`src/rtl/calc_display_pkg.sv`:
```
// calc_display_pkg
// Shared constants for the calculator display driver.
//   NUM_POS    : number of multiplexed display positions (fixed)
//   SEG_BLANK  : all segments off
//   SEG_MINUS  : only segment g lit
//   SEG_E      : "E" pattern shown for invalid BCD codes
//   DIGIT_SEG  : active-low {g,f,e,d,c,b,a} patterns for digits 0..9
package calc_display_pkg;

    localparam int NUM_POS = 6;

    localparam logic [6:0] SEG_BLANK = 7'b1111111;
    localparam logic [6:0] SEG_MINUS = 7'b0111111;
    localparam logic [6:0] SEG_E     = 7'b0000110;

    // Entry [d] holds the pattern for digit d; the concatenation lists 9 down to 0.
    localparam logic [9:0][6:0] DIGIT_SEG = {
        7'b0010000,   // 9
        7'b0000000,   // 8
        7'b1111000,   // 7
        7'b0000010,   // 6
        7'b0010010,   // 5
        7'b0011001,   // 4
        7'b0110000,   // 3
        7'b0100100,   // 2
        7'b1111001,   // 1
        7'b1000000    // 0
    };

endpackage

```
`src/rtl/calc_display_driver_bcd_to_seg.sv`:
```
// bcd_to_seg
// Combinational BCD to 7-segment decoder (active-low outputs).
//   digit : 4-bit BCD code
//   seg   : {g,f,e,d,c,b,a}, active-low; codes 10..15 render as "E"
module bcd_to_seg
    import calc_display_pkg::*;
(
    input  logic [3:0] digit,
    output logic [6:0] seg
);

    always_comb begin
        seg = SEG_E;
        if (digit <= 4'd9) begin
            seg = DIGIT_SEG[digit];
        end
    end

endmodule

```
`src/rtl/calc_display_driver.sv`:
```
// calc_display_driver
// Time-multiplexed 7-segment driver for the BCD calculator result bus.
// Six positions are scanned: units, tens, hundreds, thousands,
// ten-thousands and a floating minus-sign position. Leading zeros are
// blanked and the sign sits just left of the most significant digit.
// Inputs are captured once per frame so a scan never shows a torn value.
//   Clock      : system clock, rising edge
//   Reset      : asynchronous, active-high
//   Dig0..Dig3 : BCD digits (units..thousands)
//   Dig4       : ten-thousands digit (0/1)
//   DigMinus   : result is negative
//   Blank      : force all anodes off; scanning continues
//   Seg        : segments {g,f,e,d,c,b,a}, active-low
//   Anode      : position select, active-low one-hot, bit 0 = units
//   FrameStart : one-cycle pulse at the start of slot 0
module calc_display_driver
    import calc_display_pkg::*;
#(
    parameter int REFRESH_DIV = 50000
)
(
    input  logic       Clock,
    input  logic       Reset,
    input  logic [3:0] Dig0,
    input  logic [3:0] Dig1,
    input  logic [3:0] Dig2,
    input  logic [3:0] Dig3,
    input  logic       Dig4,
    input  logic       DigMinus,
    input  logic       Blank,
    output logic [6:0] Seg,
    output logic [5:0] Anode,
    output logic       FrameStart
);

    localparam int               CNT_W     = $clog2(REFRESH_DIV);
    localparam logic [CNT_W-1:0] CNT_LAST  = CNT_W'(REFRESH_DIV - 1);
    localparam logic [2:0]       LAST_SLOT = 3'(NUM_POS - 1);

    logic [CNT_W-1:0] cnt;
    logic [2:0]       slot;
    logic [3:0][3:0]  snapdig;
    logic             snapdig4;
    logic             snapminus;

    logic             cntlast;
    logic [3:0]       posval [NUM_POS];
    logic [2:0]       msd;
    logic             anynonzero;
    logic [3:0]       curval;
    logic [6:0]       digitseg;
    logic             showdigit;
    logic             showminus;
    logic [6:0]       nextseg;
    logic [5:0]       nextanode;

    assign cntlast = (cnt == CNT_LAST);

    // Slot timer and slot index; the input snapshot is taken on the very
    // last cycle of the frame so the whole next frame uses one value.
    always_ff @(posedge Clock or posedge Reset) begin
        if (Reset) begin
            cnt       <= '0;
            slot      <= '0;
            snapdig   <= '0;
            snapdig4  <= 1'b0;
            snapminus <= 1'b0;
        end else begin
            if (cntlast) begin
                cnt <= '0;
                if (slot == LAST_SLOT) begin
                    slot      <= '0;
                    snapdig   <= {Dig3, Dig2, Dig1, Dig0};
                    snapdig4  <= Dig4;
                    snapminus <= DigMinus;
                end else begin
                    slot <= slot + 3'd1;
                end
            end else begin
                cnt <= cnt + 1'b1;
            end
        end
    end

    // Find the most significant non-zero position (invalid codes count as
    // non-zero) and pick the value belonging to the current slot.
    always_comb begin
        posval[0] = snapdig[0];
        posval[1] = snapdig[1];
        posval[2] = snapdig[2];
        posval[3] = snapdig[3];
        posval[4] = {3'b000, snapdig4};
        posval[5] = 4'd0;

        msd        = 3'd0;
        anynonzero = 1'b0;
        for (int p = 0; p < NUM_POS - 1; p++) begin
            if (posval[p] != 4'd0) begin
                msd        = 3'(p);
                anynonzero = 1'b1;
            end
        end

        case (slot)
            3'd0:    curval = posval[0];
            3'd1:    curval = posval[1];
            3'd2:    curval = posval[2];
            3'd3:    curval = posval[3];
            3'd4:    curval = posval[4];
            default: curval = 4'd0;
        endcase
    end

    bcd_to_seg u_bcd_to_seg (
        .digit (curval),
        .seg   (digitseg)
    );

    // Decide what the next registered output is. Cycle 0 of each slot is a
    // dark gap so the previous digit does not ghost onto the new anode.
    // Negative zero never gets a sign because anynonzero gates it.
    always_comb begin
        showdigit = (slot <= msd);
        showminus = snapminus && anynonzero && (slot == 3'(msd + 3'd1));

        nextseg   = SEG_BLANK;
        nextanode = 6'h3F;
        if (cnt != '0 && !Blank) begin
            if (showdigit) begin
                nextseg   = digitseg;
                nextanode = ~(6'b000001 << slot);
            end else if (showminus) begin
                nextseg   = SEG_MINUS;
                nextanode = ~(6'b000001 << slot);
            end
        end
    end

    // Registered outputs, one cycle behind the scan state.
    always_ff @(posedge Clock or posedge Reset) begin
        if (Reset) begin
            Seg        <= SEG_BLANK;
            Anode      <= 6'h3F;
            FrameStart <= 1'b0;
        end else begin
            Seg        <= nextseg;
            Anode      <= nextanode;
            FrameStart <= (slot == 3'd0) && (cnt == '0);
        end
    end

endmodule

```
`config.mk`:
```
export PLATFORM = sky130hd
export DESIGN_NAME = calc_display_driver
export DESIGN_NICKNAME = d
export VERILOG_FILES = /design/src/rtl/calc_display_pkg.sv /design/src/rtl/calc_display_driver_bcd_to_seg.sv /design/src/rtl/calc_display_driver.sv
export SDC_FILE = /design/constraint.sdc
export NUM_CORES = 1
export LEC_CHECK = 0
export ABC_AREA = 1
export CORE_MARGIN = 2
export CORE_UTILIZATION = 60
export CTS_CLUSTER_SIZE = 14
export DETAILED_ROUTE_END_ITERATION = 8
export PLACE_DENSITY = 0.84
export SLEW_MARGIN = 20
export SYNTH_ARGS = -nofsm -noshare
export SYNTH_HDL_FRONTEND = slang
export SYNTH_HIERARCHICAL = 1
export SYNTH_SLANG_ARGS = --single-unit
```
`constraint.sdc`:
```
create_clock -name Clock -period 3.79 [get_ports Clock]
set_input_delay 0.5685 -clock Clock [delete_from_list [all_inputs] [get_ports Clock]]
set_output_delay 0.5685 -clock Clock [all_outputs]
set_load 0.02 [all_outputs]
```
==> qor.yml, run 1 <==
status:
  status: "completed"
place:
  place_hpwl_um: 4390
  gp_congestion: 0.920
  place_area_um2: 3170
  dp.cells: 442
  portBuffers: 34
  post-place-ws_ns: 1.68
global_routing:
  antenna_found_initial: 0
  grt_pass1_wl_um: 9980
  first_global_vias: 2228
  grt-ovfl-total: 0
  groute.usage.overall: 0.245
  grt_max_degree: 52
finish:
  num_antenna_cells: 0
  utilization: 0.744
  drive_above_1_share: 0.101
  nets: 430
  syn_to_final_growth_pct: 17.5
  fin_cells: 450
  nFillCells: 358
  final_area_um2: 3290
min_path:
  hold_class: "reg2reg"
logic_synthesis:
  avgSynthCellArea_um2: 7.74
  yosysWarnings: 6
  synth_cell_type_count: 33
  yosys.area.top_type: "dfrtp_1"
  synth_area_leaders: "dfrtp_1 34%, nand2_1 13%, dfstp_2 12%, nand3_1 8.2%, nor2_1 6.2%"
  seq_area_frac_synth: 0.462
  synth_area_um2: 2800
  synth_seq_cells: 51
  synth_fp_nets: 394
  netlist_instances: 361
  netlist.area_leader.share: 0.340
cts:
  insertion_delay_ns: 0.30
  cts_resized: 0
  postCtsSetupRepairBufs: 0
  cts_buffer_depth: 2
  cts-root-buf: "clkbuf_8"
  cts.sinks: 51
  cts_tree: "built"
  cts_made_buffers: 5
  path_clk_slew_ns: 0.09
  htree_levels: 2
  holdBufCountCts: 0
drt:
  drtAntennaViolNets: 0
  drt_iter0_markers: 250
  routed_via_density: 5.33
  drt-total-wl_um: 5850
  via_count: 2398
  drt_pass1_iterations: 5
  avgRoutedWirePerCell_um: 13.0
  drc: 0
worst_setup_path:
  path_common_cell: "nand2_1"
  worst_setup_path_end_kind: "register"
  crit_fanout: 7
  cp_data_required_time_ns: 3.99
  cp_top_family: "compound AO/OA/AOI/OAI gates"
  arrival_ns: 2.40
  worst_path_max_delay_cell: "dfrtp_1"
  slowest_delay_ns: 0.49
  cp-start-kind: "register"
  worstPathCellList: "inv_1 > nand3_1 > inv_1 > nand2_1 > nand2_1 > a21oi_1 > o211ai_1 > ha_1 > o21ai_0 > a21oi_1 > nor2_1 > nand2_1"
  cp_num_buf_inv: 2
  criticalPathCategory: "reg2reg"
power:
  p_per_area_nw_per_um2: 299
  p_leak_nw: 1.58
  irDropWorstVdd_v: 0.000202
  finalPower_mw: 0.982
floorplan:
  fp-row-count: 24
  io_pins: 35
  dieArea_um2: 5220
  core_area_um2: 4410
  start_util: 0.633
  dieWidth_um: 72.3
  dieHeight_um: 72.3
timing:
  hold_viol_final: 0
  fmax_ghz: 0.454
  tns_ns: 0
  rsz0062_at_grt: "no"
  setup_viol: 0
  whs_ns: 0.479
  fin_ws_ns: 1.59
  period_share: 0.582
  finalClockSkew_ns: 0.00734
  slew_headroom: 0.448
  tightest_slew_ns: 0.827
  slew_violations: 0
  fin_crit_ns: 2.20
run:
  maxCapViolations: 0
-- worst min-delay path, delay by kind of cell (launching register included) --
family	cells	cell delay [ns]
and+or+nand+nor	2	0.10
DFF	1	0.35
-- logic make-up (layout without fill, tap and decap cells) --
group,Yosys count,count (layout),synth area share
DFF,51,51,0.462
buffers and inverters,54,91,0.0810
xor gates and xnor gates,5,5,0.0157
adders and majority gates,12,12,0.0537
AOI/OAI and AO/OA,23,23,0.0492
and+or+nand+nor,216,216,0.338
-- registers in the layout, indices dropped and copies added, names as in the netlist --
signal and count:
cnt 16, posval 16, Seg 7, Anode 6, slot 3, FrameStart 1
snapdig4 1, snapminus 1
-- report_power, final --
group / internal [mW] / leakage, nW / switching [mW]
combinational: 0.0244 / 0.955 / 0.0213
sequential: 0.550 / 0.559 / 0.000875
clock: 0.214 / 0.0612 / 0.172
total: 0.788 / 1.58 / 0.194
-- layout by cell type (no fill, tap or decap), types with 3 or more instances in the layout --
| master | instances |
|---|---|
| nand2_1 | 100 |
| nor2_1 | 46 |
| a21oi_1 | 8 |
| xor2_1 | 4 |
| clkbuf_8 | 6 |
| nand2_2 | 3 |
| inv_2 | 5 |
| ha_1 | 12 |
| nor3_1 | 10 |
| inv_1 | 41 |
| dfrtp_1 | 38 |
| o21ai_0 | 5 |
| nand3_1 | 46 |
| clkdlybuf4s50_1 | 34 |
| dfstp_2 | 13 |
| nand4_1 | 3 |
-- Yosys cell counts, drive strengths merged --
library cell,instances
dfrtp,38
o211ai,2
nand3b,1
inv,47
xnor2,1
nor2,49
a22oi,1
a31oi,2
nand4,3
nand2,105
ha,12
a21oi,9
nor3,11
clkinv,1
nand3,47
o2111ai,1
a21boi,1
o21ai,6
buf,6
dfstp,13
o31ai,1
xor2,4
-- per-layer routing --
| layer | share of wire | vias up | track usage |
|---|---|---|---|
| met4 | 0.012 | 0 | 0.0692 |
| li1 | - | 1211 | - |
| met1 | 0.46 | 1084 | 0.347 |
| met3 | 0.062 | 9 | 0.0556 |
| met2 | 0.46 | 94 | 0.380 |
| met5 | 0 | - | 0 |
-- final timing paths --
path                            start  depth (start not counted)         end  slack [ns]
max                           slot[1]                         12      Seg[3]        1.59
min                        posval[22]                          2  posval[22]        0.48
max reg2reg                   slot[1]                         12      Seg[3]        1.59
min reg2reg                posval[22]                          2  posval[22]        0.48
max in group asynchronous       Reset                          2   snapminus        2.57
min in group asynchronous       Reset                          2     cnt[14]        0.74
-- area by class of cell --
| class | instances | area, µm² | area share |
|---|---|---|---|
| clock buffer | 6 | 82.6 | 0.0251 |
| clock inverter | 2 | 35.0 | 0.0107 |
| inverter | 48 | 186 | 0.0567 |
| multi-input combinational | 256 | 1280 | 0.388 |
| sequential | 51 | 1290 | 0.393 |
| tap | 52 | 65.1 | 0.0198 |
| timing repair buffer | 35 | 348 | 0.106 |
Power figures use the tool's default switching activity.
==> inputs of run 2 (changes only) <==
--- a/config.mk
+++ b/config.mk
@@ -7,10 +7,10 @@
 export LEC_CHECK = 0
 export ABC_AREA = 1
 export CORE_MARGIN = 2
-export CORE_UTILIZATION = 60
+export CORE_UTILIZATION = 50
 export CTS_CLUSTER_SIZE = 14
 export DETAILED_ROUTE_END_ITERATION = 8
-export PLACE_DENSITY = 0.84
+export PLACE_DENSITY = 0.75
 export SLEW_MARGIN = 20
 export SYNTH_ARGS = -nofsm -noshare
 export SYNTH_HDL_FRONTEND = slang
==> constraint.sdc (replaced) <==
create_clock -name Clock -period 1.8 [get_ports Clock]
set_input_delay 0.27 -clock Clock [delete_from_list [all_inputs] [get_ports Clock]]
set_output_delay 0.27 -clock Clock [all_outputs]
set_load 0.02 [all_outputs]
==> run 2 against run 1 <==
The flow now finishes with violations (negative setup slack). Cell area up 20%. Via count up 14%. Sequential cell count is the same. Power rose by 110%. Maximum frequency rose by 9.5%. First-iteration DRC count unchanged. Sequential share of layout area is 6.5 points lower. Die area up 19%. Worst hold slack worse by 0.16 ns. Sequential power grew 110%. Critical path depth up 2. Core utilization shrank 2.0 points. Critical endpoint is now Seg[1]. Largest power group unchanged.
==> qor.yml, run 2 (synthesized netlist as in run 1, its figures left out) <==
status:
  status: "complete, but fails checks"
  violations: "negative setup slack"
drt:
  drt_iter0_markers: 250  # unchanged
  routed_via_density: 5.26  # -1.3%
  avgRoutedWirePerCell_um: 13.8  # +5.9%
  drt_pass1_iterations: 7  # +2
  drc: 0  # unchanged
  via_count: 2736  # +14%
  drt-total-wl_um: 7170  # +22%
  drtAntennaViolNets: 0  # unchanged
worst_setup_path:
  cp_top_family: "buffers and inverters"
  worst_path_max_delay_cell: "dfrtp_1"
  rr_worst_depth: 14  # +2
  cp-start-kind: "register"
  worst_setup_path_end_kind: "register"
  slowest_delay_ns: 0.45  # -0.04 ns
  reg2reg_to: "Seg[1]"
  cp_data_required_time_ns: 2.01  # -1.98 ns
  criticalPathCategory: "reg2reg"
  r2r-start: "slot[1]"
  crit_fanout: 5  # -2
  arrival_ns: 2.22  # -0.18 ns
  crit_start: "slot[1]"
  ff2ff_setup_slack_ns: -0.21  # -1.80 ns
  crit_end: "Seg[1]"
  worst-path-stages: 14  # +2
  cp_num_buf_inv: 4  # +2
  worstPathCellList: "inv_2 > nand3_2 > inv_2 > nand2_2 > nand2_2 > a21oi_2 > o211ai_1 > inv_2 > buf_4 > ha_4 > nand2_1 > nand2_1 > nor2_1 > nand2_1"
finish:
  nFillCells: 382  # +6.7%
  fin_cells: 520  # +16%
  syn_to_final_growth_pct: 41.0
  final_cell_mix: "94 x nand2_1, 44 x buf_4, 42 x nor2_1, 40 x nand3_1, 37 x dfrtp_1"
  num_antenna_cells: 0  # unchanged
  nets: 480  # +12%
  final_area_um2: 3940  # +20%
  layout_commonest_cell: "nand2_1"
  drive_above_1_share: 0.286  # +0.185
cts:
  cts_buffer_depth: 2  # unchanged
  cts_tree: "built"
  path_clk_slew_ns: 0.09  # about the same
  cts-root-buf: "clkbuf_8"
  cts.sinks: 51  # unchanged
  htree_levels: 2  # unchanged
  holdBufCountCts: 0  # unchanged
  cts_made_buffers: 5  # unchanged
  insertion_delay_ns: 0.31  # about the same
power:
  irDropWorstVdd_v: 0.000411  # +100%
  power.switching_mw: 0.416  # +110%
  seq_power_share: 0.569  # +0.008
  pwr-share-comb: 0.049  # +0.002
  p_per_area_nw_per_um2: 517  # +73%
  sw_frac_of_total: 0.204  # +0.00669
  p_clk_frac: 0.382  # -0.011
  p_leak_nw: 1.82  # +16%
  p_int_mw: 1.62  # +110%
min_path:
  hold_class: "in2async"
place:
  place_area_um2: 3450  # +9.1%
  gp_congestion: 0.901  # -2.1%
  place_hpwl_um: 4480  # +2.2%
  post-place-ws_ns: -0.144  # -1.83 ns
  dp.cells: 492  # +11%
  portBuffers: 34  # unchanged
floorplan:
  dieWidth_um: 78.8  # +9.0%
  dieHeight_um: 78.8  # +9.0%
  core_area_um2: 5440  # +23%
  dieArea_um2: 6200  # +19%
  io_pins: 35  # unchanged
  start_util: 0.514  # -0.119
  fp-row-count: 27  # +13%
global_routing:
  groute.usage.overall: 0.227  # -0.0173
  grt_max_degree: 52  # unchanged
  grt-ovfl-total: 0  # unchanged
  antenna_found_initial: 0  # unchanged
  grt_pass1_wl_um: 11000  # +11%
  first_global_vias: 2398  # +7.6%
timing:
  rsz0062_at_grt: "yes"
  fmax_ghz: 0.497  # +9.5%
  period_share: 1.12  # +0.537
  fin_crit_ns: 2.01  # -0.191 ns
  slew_headroom: 0.643  # +0.195
  fin_ws_ns: -0.213  # -1.80 ns
  setup_viol: 13  # +13
  whs_ns: 0.317  # -0.162 ns
  finalClockSkew_ns: 0.00985  # +0.00251 ns
  tightest_slew_ns: 0.536  # -0.291 ns
  tns_ns: -1.68  # -1.68 ns
  hold_viol_final: 0  # unchanged
  slew_violations: 0  # unchanged
run:
  maxCapViolations: 0  # unchanged
run 2: per-stage QoR:
step | power [mW] | utilization
after floorplan | 1.21 | -
after global placement | 1.28 | 0.635
after detailed placement | 1.28 | 0.635
after CTS | 2.05 | 0.697
after global routing | 2.11 | 0.724
final | 2.04 | 0.724
run 2: worst min-delay path by stage:
stage | from | to | slack [ns] | cells after the start
after floorplan | Blank | Anode[0] | 0.40 | 2
after global placement | posval[22] | posval[22] | 0.47 | 2
after detailed placement | posval[22] | posval[22] | 0.47 | 2
after CTS | Reset | posval[21] | 0.33 | 3
after global routing | Reset | slot[2] | 0.35 | 3
final | Reset | cnt[11] | 0.32 | 3
run 2: layer usage:
layer  GRT usage  part of all wire  wire length, µm
met4      0.0737             0.031              221
met2       0.370              0.47             3400
met1       0.311              0.43             3050
met5           0                 0                0
met3      0.0386             0.069              495
run 2: power groups by stage:
stage               clock [mW]  combinational [mW]  sequential (mW)
floorplan                    0              0.0238             1.19
global placement             0               0.101             1.18
detailed placement           0               0.102             1.18
CTS                      0.793               0.102             1.16
global route             0.838               0.111             1.16
finish                   0.777               0.100             1.16
run 2: cell type report:
cell class                 count  area (µm²)  area share
clock buffer                   5        68.8      0.0175
clock inverter                 3        38.8     0.00984
inverter                      48         203      0.0514
sequential                    51        1290       0.328
timing repair buffer          85         776       0.197
multi-input combinational    256        1470       0.373
tap                           72        90.1      0.0229
run 2: tightest hold or removal path, delay by kind of cell:
| family | cells | cell delay [ns] |
|---|---|---|
| buffers and inverters | 3 | 0.73 |
run 2: repair_timing:
| item | in CTS | in global routing |
|---|---|---|
| gates cloned | 0 | 0 |
| endpoints found under the setup margin | 13 | 31 |
| buffers inserted | 12 | 8 |
| pin swaps | 18 | 21 |
| resized for setup | 31 | 25 |
